`src/rtl/shift_sequencer_if.sv`:
```
// Request/response bundle between the execute stage and the multi-cycle shift unit.
interface shift_sequencer_if;
  logic        start;
  logic [1:0]  op;
  logic [31:0] a;
  logic [31:0] b;
  logic        flush;
  logic        ready;
  logic        busy;
  logic        done;
  logic [31:0] s;
  logic        z;
  logic        v;
  logic        n;

  modport master (
    output start, op, a, b, flush,
    input  ready, busy, done, s, z, v, n
  );

  modport slave (
    input  start, op, a, b, flush,
    output ready, busy, done, s, z, v, n
  );
endinterface

```
`src/rtl/shift_sequencer.sv`:
```
// Iterative STEP-bit shift unit (SLL/SRL/SRA/ROTR) with registered result and Z/V/N flags.
// Optional SHIFT_EARLY_EXIT_EN: finish early once the working value can no longer change.
module shift_sequencer #(
  parameter int STEP = 1
) (
  input logic              clk,
  input logic              reset,
  shift_sequencer_if.slave sh_io
);

  localparam logic [1:0] ST_IDLE = 2'd0;
  localparam logic [1:0] ST_RUN  = 2'd1;
  localparam logic [1:0] ST_DONE = 2'd2;

  localparam logic [1:0] OP_SLL  = 2'b00;
  localparam logic [1:0] OP_SRL  = 2'b01;
  localparam logic [1:0] OP_SRA  = 2'b10;
  localparam logic [1:0] OP_ROTR = 2'b11;

  localparam logic [4:0] STEP_AMT = 5'(STEP);

  if (STEP != 1 && STEP != 2 && STEP != 4 && STEP != 8) begin : g_bad_step
    $error("shift_sequencer: STEP must be 1, 2, 4 or 8");
  end

  logic [1:0]  state_q, state_d;
  logic [1:0]  op_q, op_d;
  logic [31:0] work_q, work_d;
  logic [4:0]  rem_q, rem_d;
  logic        fill_q, fill_d;
  logic [31:0] s_q, s_d;
  logic        z_q, z_d;
  logic        n_q, n_d;

  logic [4:0]  k;
  logic [4:0]  rem_next;
  logic [63:0] ext;
  logic [31:0] shifted;
  logic        unused_a_hi;

  assign unused_a_hi = ^sh_io.a[31:5];

  // One iteration of the narrow shifter; k is zero once the amount is consumed.
  always_comb begin
    k        = (rem_q < STEP_AMT) ? rem_q : STEP_AMT;
    rem_next = rem_q - k;
    case (op_q)
      OP_SLL:  ext = {32'b0, work_q << k};
      OP_SRL:  ext = {32'b0, work_q >> k};
      OP_SRA:  ext = {{32{fill_q}}, work_q} >> k;
      default: ext = {work_q, work_q} >> k;
    endcase
    shifted = ext[31:0];
  end

`ifdef SHIFT_EARLY_EXIT_EN
  logic saturated;
  assign saturated = (op_q != OP_ROTR) &&
                     ((op_q == OP_SRA) ? (work_q == {32{fill_q}}) : (work_q == '0));
`endif

  always_comb begin
    // NOTE: every signal gets a default here so no path leaves one unassigned (no latches).
    state_d = state_q;
    op_d    = op_q;
    work_d  = work_q;
    rem_d   = rem_q;
    fill_d  = fill_q;
    s_d     = s_q;
    z_d     = z_q;
    n_d     = n_q;
    if (sh_io.flush) begin
      state_d = ST_IDLE;
    end else begin
      case (state_q)
        ST_IDLE, ST_DONE: begin
          if (sh_io.start) begin
            op_d    = sh_io.op;
            work_d  = sh_io.b;
            rem_d   = sh_io.a[4:0];
            fill_d  = sh_io.b[31];
            state_d = ST_RUN;
          end else begin
            state_d = ST_IDLE;
          end
        end
        ST_RUN: begin
          work_d = shifted;
          rem_d  = rem_next;
          if (rem_next == '0) begin
            s_d     = shifted;
            z_d     = (shifted == '0);
            n_d     = shifted[31];
            state_d = ST_DONE;
          end
`ifdef SHIFT_EARLY_EXIT_EN
          else if (saturated) begin
            work_d = work_q;
            rem_d  = '0;
          end
`endif
        end
        default: state_d = ST_IDLE;
      endcase
    end
  end

  always_ff @(posedge clk) begin
    // NOTE: non-blocking so every register samples pre-edge values regardless of order.
    if (reset) begin
      state_q <= ST_IDLE;
      op_q    <= OP_SLL;
      work_q  <= '0;
      rem_q   <= '0;
      fill_q  <= 1'b0;
      s_q     <= '0;
      z_q     <= 1'b0;
      n_q     <= 1'b0;
    end else begin
      state_q <= state_d;
      op_q    <= op_d;
      work_q  <= work_d;
      rem_q   <= rem_d;
      fill_q  <= fill_d;
      s_q     <= s_d;
      z_q     <= z_d;
      n_q     <= n_d;
    end
  end

  assign sh_io.ready = (state_q == ST_IDLE) || (state_q == ST_DONE);
  assign sh_io.busy  = (state_q == ST_RUN);
  assign sh_io.done  = (state_q == ST_DONE);
  assign sh_io.s     = s_q;
  assign sh_io.z     = z_q;
  assign sh_io.v     = 1'b0;
  assign sh_io.n     = n_q;

endmodule

```
`src/flat_wrapper.sv`:
```
// flat-port wrapper written by rule: the top's interface ports become plain ports
module shift_sequencer_flat 
#(
  parameter int STEP = 1
)
  (clk, reset, sh_io_start, sh_io_op, sh_io_a, sh_io_b, sh_io_flush, sh_io_ready, sh_io_busy, sh_io_done, sh_io_s, sh_io_z, sh_io_v, sh_io_n);
  shift_sequencer_if sh_io_i ();
  input logic clk;
  input logic reset;
  input wire logic [$bits(sh_io_i.start)-1:0] sh_io_start;
  input wire logic [$bits(sh_io_i.op)-1:0] sh_io_op;
  input wire logic [$bits(sh_io_i.a)-1:0] sh_io_a;
  input wire logic [$bits(sh_io_i.b)-1:0] sh_io_b;
  input wire logic [$bits(sh_io_i.flush)-1:0] sh_io_flush;
  output wire logic [$bits(sh_io_i.ready)-1:0] sh_io_ready;
  output wire logic [$bits(sh_io_i.busy)-1:0] sh_io_busy;
  output wire logic [$bits(sh_io_i.done)-1:0] sh_io_done;
  output wire logic [$bits(sh_io_i.s)-1:0] sh_io_s;
  output wire logic [$bits(sh_io_i.z)-1:0] sh_io_z;
  output wire logic [$bits(sh_io_i.v)-1:0] sh_io_v;
  output wire logic [$bits(sh_io_i.n)-1:0] sh_io_n;
  assign sh_io_i.start = sh_io_start;
  assign sh_io_i.op = sh_io_op;
  assign sh_io_i.a = sh_io_a;
  assign sh_io_i.b = sh_io_b;
  assign sh_io_i.flush = sh_io_flush;
  assign sh_io_ready = sh_io_i.ready;
  assign sh_io_busy = sh_io_i.busy;
  assign sh_io_done = sh_io_i.done;
  assign sh_io_s = sh_io_i.s;
  assign sh_io_z = sh_io_i.z;
  assign sh_io_v = sh_io_i.v;
  assign sh_io_n = sh_io_i.n;
  shift_sequencer #(.STEP(STEP)) u_core (.clk(clk), .reset(reset), .sh_io(sh_io_i));
endmodule
```
`config.mk`:
```
export PLATFORM = sky130hd
export DESIGN_NAME = shift_sequencer_flat
export DESIGN_NICKNAME = d
export VERILOG_FILES = /design/src/rtl/shift_sequencer_if.sv /design/src/rtl/shift_sequencer.sv /design/src/flat_wrapper.sv
export SDC_FILE = /design/constraint.sdc
export NUM_CORES = 1
export LEC_CHECK = 0
export ABC_AREA = 1
export BUFFER_PORTS_ARGS = -buffer_cell sky130_fd_sc_hd__buf_4
export CAP_MARGIN = 20
export CORE_MARGIN = 5
export CORE_UTILIZATION = 55
export DETAILED_ROUTE_END_ITERATION = 8
export PLACE_DENSITY = 0.89
export SYNTH_ARGS = -nofsm -noshare
export SYNTH_HDL_FRONTEND = slang
export SYNTH_SLANG_ARGS = --single-unit
export TNS_END_PERCENT = 10
```
`constraint.sdc`:
```
create_clock -name clk -period 5.7 [get_ports clk]
set_clock_uncertainty 0.15 [all_clocks]
set_input_delay 1.14 -clock clk [delete_from_list [all_inputs] [get_ports clk]]
set_output_delay 1.14 -clock clk [all_outputs]
set_load 0.01 [all_outputs]
```
==> run metrics, run 1 <==
Worst-path clk slew 80 ps; drt drc 0; Post-Place Setup Slack 2174 ps; global-route wire length before repair approximately 19000 um; area grow syn2layout 18.59%; post-synth net total 690; Startpoint Class flop; Crit path top cell by count nor2_1; Worst slew margin about 48%; Cell variety after synth 27; fillcell total around 650; DP Wirelength 7659 um; CTS Sinks 75; Fin. Hold Viols 0; Syn Area/Cell 6.577 sq um; TritonCTS clock tree yes; Clock Path Buffers 2; ANT nets after route 0; share of post-route cells with drive strength above 1 16.04%; Mapped Cells a little over 600; GR Overflow Total 0; register area share after synthesis 37.06%; area leader, netlist dfxtp_1; CP Capture Type flop; Max Cap Violations 0; fmax 0.2967 GHz; vias in the first global route 4103; chip height 95.83 um; synthesis warning total 0; CP max stage cell inv_1; CP Cell Sequence nor2_2 > nand3_4 > inv_1 > nor3_1 > nor2_1 > nand3_1 > nor2_1 > nand2_1 > a21oi_1; Antenna Cells 0; Worst-Margin Slew 778.6 ps; H-tree depth 3; die width 95.83 um; largest net degree at the start of global routing 59; status finished, final reports clean; CTS root buf clkbuf_8; crit path kind reg2reg; Async S/R FF share, synth 0%; # nets final 736; Fin Hold WS 327.1 ps; Final WS setup 2330 ps; final max-slew violation count 0; Post-DP Area ~0.0046 sq mm; vias per cell 5.816; port bufs roughly 80; CP max stage delay 810 ps; die area approximately 0.0092 sq mm; commonest non-fill, non-tap cell in the layout nand2_1; multi-input combinational cell area 0.002145 sq mm; DR vias 4455; CP arrival 3510 ps; share of the synthesized area in the top cell type 37.06%; Reg area 0.001501 sq mm; clk_lat worst skew ~360 ps; period utilisation layout 59.12%; row cnt 31; mapped cell area between 0.004 and 0.005 sq mm; ys flop type dfxtp_1; Final Cell Area 0.004805 sq mm; TNS Setup 0 ps; Synth Register Bits between 70 and 80; Hold Crit Class reg2reg; post-CTS sizing 0; GRT Total Usage roughly a quarter; Cells after DPL around 750; peak supply drop around 160 uV; Starting Density between 50% and 60%; I/O Pins 108; Final Util 66.60%; Finished Layout Cells 766; Post-Route WL 11520 um; drt initial violations 577; Area contributors post-synth dfxtp_1 (37%), nand2_1 (14%), a21oi_1 (11%); CTS buffer count 9; Worst EP required 5840 ps; Pre-antenna DRT Iters 5; power consumption 1.450 mW; setup bufs post-CTS 0; RSZ-0062 raised after global routing no; Placer Congestion between 0.8 and 0.9; PD cells 301.9 mW/mm^2; largest fanout on the critical path 58; number of synthesized flops with an enable pin 0; most frequent cells in the layout nand2_1 (148), a21oi_1 (88), buf_4 (82), o21ai_0 (76), dfxtp_1 (75); Core Region 0.007214 sq mm; initial antenna violation count 0; # setup viols final 0; crit path time final 3370 ps; WL/cell 15.04 um; cts hold-fix bufs 0; Leak 2.148 nW
==> per-layer routing <==
layer / global-route usage (%) / part of all wire (%) / wire, um
met5: 0 / 0 / 0
met4: 13.27 / 3.0 / 348
met3: 5.864 / 9.2 / 1064
met2: 40.30 / 47 / 5366
met1: 32.74 / 41 / 4743
==> worst max-delay path: cells and delay by family (launching register included) <==
kind	cells	cell delay, ps
and+or+nand+nor	7	1880
buffers and inverters	1	810
AOI/OAI and AO/OA	1	110
DFF	1	330
==> final cells by class <==
| class | instances | area share [%] |
|---|---|---|
| Clock inverter | 4 | 1.536 |
| Clock buffer | 12 | 3.021 |
| Sequential cell | 75 | 31.25 |
| Multi-Input combinational cell | 450 | 44.64 |
| Inverter | 42 | 3.281 |
| Tap cell | 99 | 2.578 |
| Timing Repair Buffer | 84 | 13.70 |
==> logic make-up after synthesis <==
group / Yosys count / share of synthesized area (%)
buffers and inverters: 91 / 10.25
other: 1 / 0.09256
adder cells (fa/ha/maj): 4 / 1.235
AND/OR/NAND/NOR: 258 / 26.25
flip-flops: 75 / 37.06
AO/OA/AOI/OAI: 186 / 24.89
XOR/XNOR: 1 / 0.2162
==> cells in the mapped netlist (2+ instances only) <==
master	count
buf_2	11
ha_1	4
nand4_1	9
nor2_1	61
o21ai_0	76
a21oi_1	88
nand3_1	33
nand2_1	148
buf_6	7
a221oi_1	19
inv_1	40
dfxtp_1	75
nor3_1	2
clkbuf_1	22
nor2_2	2
buf_4	2
buf_1	7
==> registers in the layout (all words and copies together), names as in the netlist <==
name / flops
u_core.sh_io.z: 1
u_core.op_q: 2
u_core.state_q: 2
u_core.work_q: 32
u_core.fill_q: 1
u_core.sh_io.s: 32
u_core.rem_q: 5
==> power by group <==
group | total, mW | leakage, nW | switching, mW | internal [mW]
Combinational | 0.406 | 1.42 | 0.278 | 0.127
Sequential | 0.585 | 0.613 | 0.0272 | 0.557
Clock | 0.460 | 0.111 | 0.201 | 0.259
Total | 1.45 | 2.15 | 0.506 | 0.944
==> path summary, 6_finish.rpt <==
path | slack (ps) | from | end | cells after the start
worst max-delay path | 2330 | u_core.rem_q[4] | u_core.sh_io.z | 9
worst min-delay path | 330 | u_core.sh_io.s[20] | u_core.sh_io.s[20] | 2
worst max register to register | 2330 | u_core.rem_q[4] | u_core.sh_io.z | 9
worst min register to register | 330 | u_core.sh_io.s[20] | u_core.sh_io.s[20] | 2
No activity file was read; power rests on OpenSTA's default activity.
==> inputs of run 2 (changes only) <==
CORE_UTILIZATION = 48   (was 55)
PLACE_DENSITY = 0.83   (was 0.89)
clock period = 2.8 ns   (was 5.7 ns; I/O delays follow)
==> run metrics, run 2 (synthesis gave the netlist of run 1 again) <==
area grow syn2layout 21.49% (was 18.59%); Hold Crit Class reg2reg (unchanged); reg2reg setup slack 270 ps (was 2330 ps); drt drc 0 (unchanged); H-tree depth 3 (unchanged); crit path kind reg2reg (unchanged); vias per cell 5.673 (was 5.816); WL/cell 15.06 um (was 15.04 um); most frequent cells in the layout nand2_1 (148), buf_4 (94), a21oi_1 (88), o21ai_0 (76), dfxtp_1 (74) (was nand2_1 (148), a21oi_1 (88), buf_4 (82), o21ai_0 (76), dfxtp_1 (75)); Clock Path Buffers 2 (unchanged); Max Cap Violations 0 (unchanged); drt initial violations 433 (was 577); period utilisation layout 90.25% (was 59.12%); clk_lat worst skew 360 ps (about the same); Worst-path clk slew 90 ps (was 80 ps); largest net degree at the start of global routing 48 (was 59); Final Util 59.91% (was 66.60%); row cnt 33 (was 31); PD cells 628.6 mW/mm^2 (was 301.9 mW/mm^2); CP Capture Type flop (unchanged); Crit Reg-Reg Startpoint u_core.rem_q[2] (was u_core.rem_q[4]); Worst slew margin 44.56% (was 48.02%); Startpoint Class flop (unchanged); Placer Congestion 0.8783 (was 0.8541); I/O Pins 108 (unchanged); Fin Hold WS 319.4 ps (was 327.1 ps); Starting Density 49.31% (was 56.16%); Cells after DPL 767 (was 749); TritonCTS clock tree yes (unchanged); Worst-Margin Slew 830.7 ps (was 778.6 ps); CTS buffer count 9 (unchanged); # nets final 747 (was 736); DR vias 4442 (was 4455); port bufs 79 (unchanged); fmax 0.3957 GHz (was 0.2967 GHz); global-route wire length before repair 19050 um (was 18620 um); Fin. Hold Viols 0 (unchanged); vias in the first global route 4050 (was 4103); Worst EP required 2940 ps (was 5840 ps); beginning of the worst hold path u_core.sh_io.s[28] (was u_core.sh_io.s[20]); TNS Setup 0 ps (unchanged); multi-input combinational cell area 0.002157 sq mm (was 0.002145 sq mm); Pre-antenna DRT Iters 5 (unchanged); GRT Total Usage 22.81% (was 25.63%); Reg area 0.001503 sq mm (was 0.001501 sq mm); DP Wirelength 8094 um (was 7659 um); Antenna Cells 0 (unchanged); status finished, final reports clean (unchanged); ANT nets after route 0 (unchanged); peak supply drop 316.7 uV (was 162.3 uV); commonest non-fill, non-tap cell in the layout nand2_1 (unchanged); CTS Sinks 75 (unchanged); Post-Route WL 11800 um (was 11520 um); crit path from u_core.rem_q[2] (was u_core.rem_q[4]); # setup viols final 0 (unchanged); fillcell total 755 (was 648); final max-slew violation count 0 (unchanged); share of post-route cells with drive strength above 1 17.99% (was 16.04%); Finished Layout Cells 783 (was 766); CTS root buf clkbuf_8 (unchanged); largest fanout on the critical path 41 (was 58); Leak 2.215 nW (was 2.148 nW); CP arrival 2660 ps (was 3510 ps); initial antenna violation count 0 (unchanged); RSZ-0062 raised after global routing no (unchanged); chip height 101.9 um (was 95.83 um); setup bufs post-CTS 0 (unchanged); die width 101.9 um (was 95.83 um); die area 0.01038 sq mm (was 0.009182 sq mm); GR Overflow Total 0 (unchanged); Core Region 0.008217 sq mm (was 0.007214 sq mm); crit path time final 2527 ps (was 3370 ps)
-- run 2: per-layer routing --
metal  track usage, %  wire (um)
met5                0          0
met4            9.788        342
met3            4.369       1036
met2            37.12       5533
met1            29.67       4883
-- run 2: critical path, cell delays in order, from the launching register on --
cell      delay [ps]
dfxtp_1          400
nor2_4            50
a21oi_2          200
inv_1             90
ha_1             200
inv_1             70
nand3_1           90
xor2_1           170
clkinv_1          50
nand2_1           70
nor2_4           190
nand2_4          140
inv_2            120
buf_12           180
o21ai_0          110
a21oi_1          160
-- run 2: timing repair --
action | CTS | global route
hold buffers | 0 | 0
endpoints found under the setup margin | 0 | 33
endpoints found under the hold margin | 0 | 0
gates resized for setup | 0 | 4
-- run 2: cell type report --
| cell class | count | area share [%] |
|---|---|---|
| tap | 105 | 2.669 |
| inverter | 42 | 3.203 |
| multi-input combinational | 450 | 43.82 |
| clock buffer | 9 | 2.517 |
| sequential | 75 | 30.53 |
| clock inverter | 7 | 2.517 |
| timing repair buffer | 95 | 14.74 |
-- run 2: metrics by stage --
stage               cell area [sq um]  power [mW]  setup slack [ps]
finish                           4922       3.094             272.9
global route                     4922       3.249             29.38
CTS                              4908       3.072             114.9
detailed placement               4661       2.041             168.5
global placement                 4661       2.020             290.6
floorplan                        4051       1.816             574.4
-- run 2: report_power, final --
group	internal (mW)	leakage, nW	total (mW)	switching [mW]
Clock	0.600	0.120	1.04	0.442
Sequential	1.14	0.613	1.19	0.0544
Combinational	0.287	1.48	0.863	0.576
Total	2.02	2.22	3.09	1.07
-- run 2: path summary, 6_finish.rpt --
kind                        endpoint  depth (start not counted)
setup reg to reg  u_core.sh_io.s[17]                         15
hold reg to reg   u_core.sh_io.s[28]                          2
setup / recovery  u_core.sh_io.s[17]                         15
hold / removal    u_core.sh_io.s[28]                          2
